--- src/rtl/vga_frame_timer.sv ---
// Free-running VGA raster timing source: pixel coordinates, sync pulses,
// display enable, line/frame strobes and a frame counter, all registered.
module vga_frame_timer #(
    parameter int H_DISPLAY  = 640,
    parameter int H_FRONT    = 16,
    parameter int H_SYNC     = 96,
    parameter int H_BACK     = 48,
    parameter int V_DISPLAY  = 480,
    parameter int V_FRONT    = 10,
    parameter int V_SYNC     = 2,
    parameter int V_BACK     = 33,
    parameter bit H_SYNC_POL = 1'b0,
    parameter bit V_SYNC_POL = 1'b0,
    parameter int FRAME_BITS = 9
) (
    input  logic                  clk,
    input  logic                  rst,
    output logic [9:0]            hpos,
    output logic [9:0]            vpos,
    output logic                  hsync,
    output logic                  vsync,
    output logic                  display_on,
    output logic                  line_start,
    output logic                  frame_start,
    output logic [FRAME_BITS-1:0] frame_no
);

    localparam int H_TOTAL = H_DISPLAY + H_FRONT + H_SYNC + H_BACK;
    localparam int V_TOTAL = V_DISPLAY + V_FRONT + V_SYNC + V_BACK;

    localparam logic [9:0] H_LAST   = 10'(H_TOTAL - 1);
    localparam logic [9:0] V_LAST   = 10'(V_TOTAL - 1);
    localparam logic [9:0] H_VIS    = 10'(H_DISPLAY);
    localparam logic [9:0] V_VIS    = 10'(V_DISPLAY);
    localparam logic [9:0] HS_START = 10'(H_DISPLAY + H_FRONT);
    localparam logic [9:0] HS_END   = 10'(H_DISPLAY + H_FRONT + H_SYNC);
    localparam logic [9:0] VS_START = 10'(V_DISPLAY + V_FRONT);
    localparam logic [9:0] VS_END   = 10'(V_DISPLAY + V_FRONT + V_SYNC);

    // Coordinates are 10 bits wide, so both totals must fit in 1024.
    if (H_TOTAL > 1024 || V_TOTAL > 1024 ||
        H_DISPLAY < 1 || H_FRONT < 1 || H_SYNC < 1 || H_BACK < 1 ||
        V_DISPLAY < 1 || V_FRONT < 1 || V_SYNC < 1 || V_BACK < 1) begin : g_param_err
        $error("vga_frame_timer: illegal timing parameters");
    end

    logic [9:0]            hpos_q, hpos_d;
    logic [9:0]            vpos_q, vpos_d;
    logic                  hsync_q, hsync_d;
    logic                  vsync_q, vsync_d;
    logic                  disp_q, disp_d;
    logic                  line_q, line_d;
    logic                  frame_q, frame_d;
    logic [FRAME_BITS-1:0] fno_q, fno_d;

    // Next raster position and the outputs that describe it.
    always_comb begin
        hpos_d = hpos_q;
        vpos_d = vpos_q;
        if (hpos_q == H_LAST) begin
            hpos_d = 10'd0;
            if (vpos_q == V_LAST) begin
                vpos_d = 10'd0;
            end else begin
                vpos_d = vpos_q + 10'd1;
            end
        end else begin
            hpos_d = hpos_q + 10'd1;
        end

        hsync_d = (hpos_d >= HS_START && hpos_d < HS_END) ? H_SYNC_POL : ~H_SYNC_POL;
        vsync_d = (vpos_d >= VS_START && vpos_d < VS_END) ? V_SYNC_POL : ~V_SYNC_POL;
        disp_d  = (hpos_d < H_VIS) && (vpos_d < V_VIS);
        line_d  = (hpos_d == 10'd0);
        frame_d = (hpos_d == 10'd0) && (vpos_d == 10'd0);

        if (hpos_d == 10'd0 && vpos_d == VS_START) begin
            fno_d = fno_q + FRAME_BITS'(1);
        end else begin
            fno_d = fno_q;
        end
    end

    // State and output registers; reset parks just before (0,0).
    always_ff @(posedge clk) begin
        if (rst) begin
            hpos_q  <= H_LAST;
            vpos_q  <= V_LAST;
            hsync_q <= ~H_SYNC_POL;
            vsync_q <= ~V_SYNC_POL;
            disp_q  <= 1'b0;
            line_q  <= 1'b0;
            frame_q <= 1'b0;
            fno_q   <= '0;
        end else begin
            hpos_q  <= hpos_d;
            vpos_q  <= vpos_d;
            hsync_q <= hsync_d;
            vsync_q <= vsync_d;
            disp_q  <= disp_d;
            line_q  <= line_d;
            frame_q <= frame_d;
            fno_q   <= fno_d;
        end
    end

    assign hpos        = hpos_q;
    assign vpos        = vpos_q;
    assign hsync       = hsync_q;
    assign vsync       = vsync_q;
    assign display_on  = disp_q;
    assign line_start  = line_q;
    assign frame_start = frame_q;
    assign frame_no    = fno_q;

endmodule

--- config.mk ---
export PLATFORM = sky130hd
export DESIGN_NAME = vga_frame_timer
export DESIGN_NICKNAME = d
export VERILOG_FILES = /design/src/rtl/vga_frame_timer.sv
export SDC_FILE = /design/constraint.sdc
export NUM_CORES = 1
export LEC_CHECK = 0
export ABC_AREA = 0
export CORE_MARGIN = 5
export CORE_UTILIZATION = 53
export DETAILED_ROUTE_END_ITERATION = 6
export PLACE_DENSITY = 0.79
export SYNTH_ARGS = -nofsm -noshare
export SYNTH_HDL_FRONTEND = slang
export SYNTH_SLANG_ARGS = --single-unit
--- constraint.sdc ---
create_clock -name clk -period 3.19 [get_ports clk]
set_input_delay 0.4785 -clock clk [delete_from_list [all_inputs] [get_ports clk]]
set_output_delay 0.4785 -clock clk [all_outputs]
set_load 0.02 [all_outputs]
Word-level counts from Yosys, hierarchy flattened
Index checks and enable logic that the tools add are counted.

Register bits: 34. Input bits: 2. Output and inout port bits: 34. Word-level logic and storage cells: 32.

Add/sub/neg operators: 3. Magnitude comparators: 6. Eq/ne operators: 3. Multiplexer cells: 5. Reduce and logical (&&, ||, !) cells: 7.

Operator list (number): two-way mux 10 bit (3); adder 10 x 1 -> 10 bit (second input constant) (2); equality test 10 bit (second input constant) (2); logical NOT 10 bit (2); less-than comparator 10 bit (second input constant) (2); less-than comparator 10 x 9 -> 1 bit (second input constant) (2); equality test 10 x 9 -> 1 bit (second input constant) (1); >= comparator 10 bit (second input constant) (1); >= comparator 10 x 9 -> 1 bit (second input constant) (1); adder 9 x 1 -> 9 bit (second input constant) (1); logical AND 1 bit (5); two-way mux 1 bit (2).

Depth between registers and ports, before layout
Gate-level depths: netlist of the first run.

Word-level depth: 6. Depth in mapped cells: 10. Depth with buffers taken out: 7.

Worst setup path after synthesis of the first run
Ideal clock, no wire load.

Path kind: register to register. From: reg hpos_q[9] (netlist: hpos[9]). To: reg fno_q[0] (netlist: frame_no[0]). Setup time: 0.123 ns. Arrival time: 2.683 ns. Required time: 3.067 ns. Slack: 0.384 ns. Cell stages (with the launch flop): 10. Path buffers: 3. Period minus slack after synthesis: 2.806 ns. Path through: dfxtp_1 -> or3b_1 -> buf_2 -> or3_1 -> buf_6 -> buf_6 -> nor4_4 -> o21bai_4 -> nor4_4 -> mux2_1.

Word-level cells in the longest chain between the ends: 4. Elaborated cells on any way between the ends: 7. Classes of those cells: add/sub: 1; eq/ne: 2; mux: 2; reduce/logical: 2.

RTL lines: start: declaration (line 47) `logic [9:0] hpos_q, hpos_d;`; start signal: assignment (line 96) `hpos_q <= hpos_d;`; adder 10 x 1 -> 10 bit or equality test 10 bit (tied branches) (line 68, 60); two-way mux 10 bit (line 60) `if (hpos_q == H_LAST) begin`; logical NOT 10 bit or equality test 10 x 9 -> 1 bit (tied branches) (line 77) `if (hpos_d == 10'd0 && vpos_d == VS_START) begin`; logical AND 1 bit * (line 77); end signal: assignment (line 103) `fno_q <= fno_d;`; end: declaration (line 54) `logic [FRAME_BITS-1:0] fno_q, fno_d;`.

Every way passes the cells marked *; elsewhere a longest branch is shown, timed or not. A chain may end at the register's enable or synchronous reset.

Worst setup path after layout of the first run
From: reg hpos_q[0] (netlist: hpos[0]). To: reg fno_q[5] (netlist: frame_no[5]).

Same word-level chain as after synthesis.

==> reports/metrics.cfg, run 1 <==
[outcome]
status = finished, final reports clean

[timing]
finalSetupTns_ps = 0
rsz_0062_raised_after_global_routing = no
finalSetupViolations = 0
final_max_slew_viol_count = 0
final-hold-violation-count = 0
fmax_ghz = 0.350
worst-slew-pin-transition_ps = 734
layout_setup_ws_ps = 335
finalHoldWorstSlack_ps = 540
tightest_slew_margin_relative_to_the_limit = 0.509
fin_crit_ps = 2860
final_min_period_over_clock_period = 0.895
finClkSkew_ps = 6.20

[critical_path]
critical_path.endpoint_type = register
critPathKind = reg -> reg
reg2reg_slack_ps = 330
worst-r2r-cell-count = 7
r2r_start = hpos[0]$_SDFF_PP1_
worst_setup_path_start_kind = register
cp_slowest_cell = or3_4
crit_end = frame_no[5]$_SDFFE_PP0P_
required_ps = 3360
cp_cell_sequence = ha_1 -> nand4_1 -> or3_4 -> nor4_2 -> o211ai_4 -> nor4_1 -> mux2_1
critPathLaunch = hpos[0]$_SDFF_PP1_
crit_path_max_fanout = 14
reg2reg_to = frame_no[5]$_SDFFE_PP0P_
cp_data_arrival_time_ps = 3030
cpPeakStageDelay_ps = 510

[yosys]
synth_ff_type = dfxtp_1
synth.top_cells.by_area = dfxtp_1, nor2_1, mux2_1, nor4_4, ha_1
synth-warning-count = 0
yosys_register_bits = 34
synthesis.area_um2 = 2200
synth_async_sr_flop_share = 0
yosysSeqAreaShare = 0.309
synth-edff-count = 0
synth.top_cells.by_count = nor2_1, dfxtp_1, nand2_1
synth_top_cell_by_area = dfxtp_1
yosys.cell_count.top_type = nor2_1
post_synth_inst_count = 260
synth.lib_cells_used.distinct = 55
syn-num-nets = 267
average_footprint_of_a_synthesized_cell_um2 = 8.46
yosysTopAreaCellShare = 0.309

[clock_network]
tritoncts_clock_tree = yes
ctsHtreeMaxLevel = 2
ctsRootBufferMaster = clkbuf_8
number_of_buffers_inserted_by_hold_repair_at_cts = 0
cts-resized-gates = 0
tritoncts.num_buffers = 5
max-clock-path-buffers = 2
clk_pin_slew_ps = 70
cts.repair_timing.setup_buffer_count = 0
cts_sinks = 34
clock_insertion_delay_worst_skew_ps = 290

[floorplanning]
floorplan.core_area_um2 = 4000
die_y_um = 74.4
die_width_um = 74.4
initial_utilization = 0.550
die_area_um2 = 5540
num_rows = 23
io-pin-count = 36

[layout]
n_antenna_cell = 0
nFillCells = 342
final_net_count = 299
post_route_cells_drive_above_1_share = 0.106
area_growth_pct = 21.9
utilization = 0.671

[detailed_routing]
wl_met3_um = 327
ant_nets = 0
wirelength_met1_mm = 2.44
route.final.wire_length_mm = 5.35
post_drt_wl_per_cell_um = 15.6
dr_total_vias = 2073
pre_antenna_drt_iters = 4
detail_route.iter0.violations = 143
viasPerCell = 6.04
wl_met2_mm = 2.49
dr.max_layer_used = met4
detail_route.drc_violations = 0

[power_and_ir_drop]
leakage_uw = 0.000999
pwr-share-comb = 0.524
power.switching_fraction = 0.451
power_per_cell_area_nw_per_um2 = 745
power_report.internal_total_uw = 1100
p_seq_frac = 0.309
share_clk_of_total_power = 0.167
ir_drop_mv = 0.533
net-switching-power_uw = 902

[placed_design]
dpl_worst_slack_ps = 154
place.port_buffers = 35
post-dp-hpwl_mm = 3.89
gp_congestion = 0.822

[grt]
grt_antenna_before_repair = 0
grt_max_degree = 23
first_pass_grt_wire_length_mm = 9.18
first_global_vias = 1909
grt_util_all_layers = 0.210
grt_overflow_total = 0

[hold_path]
hp-class = reg -> reg

[job]
reported_max_cap_violation_count = 0

==> metal layers <==
metal  vias up  track usage
met3         9       0.0459
met1       975        0.279
met5         -            0
met4         0       0.0791
li1       1017            -
met2        72        0.335
==> area by class of cell <==
| class | count | area, um2 | area share |
|---|---|---|---|
| clock inverter | 2 | 12.5 | 0.00466 |
| sequential | 34 | 681 | 0.254 |
| inverter | 6 | 22.5 | 0.00840 |
| timing repair buffer | 43 | 410 | 0.153 |
| clock buffer | 6 | 82.6 | 0.0308 |
| multi-input combinational | 202 | 1410 | 0.526 |
| tap | 50 | 62.6 | 0.0233 |
==> critical path, delay by kind of cell (launching register included) <==
family	cells	cell delay, ps
flip-flops	1	420
AO/OA/AOI/OAI	1	190
multiplexers	1	370
adder cells (fa/ha/maj)	1	270
AND/OR/NAND/NOR	4	1480
==> flip-flops by register name (all words and copies together), names as in the netlist <==
name         cells
line_start       1
vpos            10
frame_no         9
display_on       1
hsync            1
hpos            10
vsync            1
frame_start      1
==> stage by stage <==
stage               instances  instance area [um2]  power (uW)
floorplan                 260                 2200        1350
global placement          335                 2580        1640
detailed placement        335                 2580        1650
CTS                       343                 2680        1990
global route              343                 2680        2140
finish                    343                 2680        2000
==> power by group through the flow <==
stage	clock (uW)	combinational, uW	sequential [uW]
floorplan	0	701	653
global placement	0	1020	623
detailed placement	0	1030	624
CTS	342	1040	615
global route	359	1150	634
finish	333	1050	618
==> logic make-up after synthesis <==
family | share of synthesized area
DFF | 0.309
and+or+nand+nor | 0.335
AOI/OAI and AO/OA | 0.185
muxes | 0.0546
buffers and inverters | 0.0517
adders and majority gates | 0.0284
xor gates and xnor gates | 0.0358
==> placed cells by master (no fill, tap or decap), drive strengths merged, types with 8 or more instances in the layout <==
cell type / count
nor2: 35
clkdlybuf4s50: 35
dfxtp: 34
nand2: 15
nor4: 13
o21ai: 11
nor3: 9
nor2b: 9
mux2: 8
buf: 8
==> worst min-delay path by stage <==
stage | slack, ps | start | cells after the start | endpoint
after floorplan | 570 | hpos[0]$_SDFF_PP1_ | 1 | hpos[0]$_SDFF_PP1_
after global placement | 500 | hpos[0]$_SDFF_PP1_ | 1 | hpos[0]$_SDFF_PP1_
after detailed placement | 530 | hpos[0]$_SDFF_PP1_ | 1 | hpos[0]$_SDFF_PP1_
after CTS | 540 | frame_no[1]$_SDFFE_PP0P_ | 2 | frame_no[1]$_SDFFE_PP0P_
after global routing | 590 | frame_no[1]$_SDFFE_PP0P_ | 2 | frame_no[1]$_SDFFE_PP0P_
final | 540 | frame_no[1]$_SDFFE_PP0P_ | 2 | frame_no[1]$_SDFFE_PP0P_
No activity file was read; power rests on OpenSTA's default activity.
==> run 2: changes to the inputs <==
CAP_MARGIN = 20   (was default)
==> results of run 2 <==
Same layout as run 1: the final DEF is identical, and so are final timing and power.
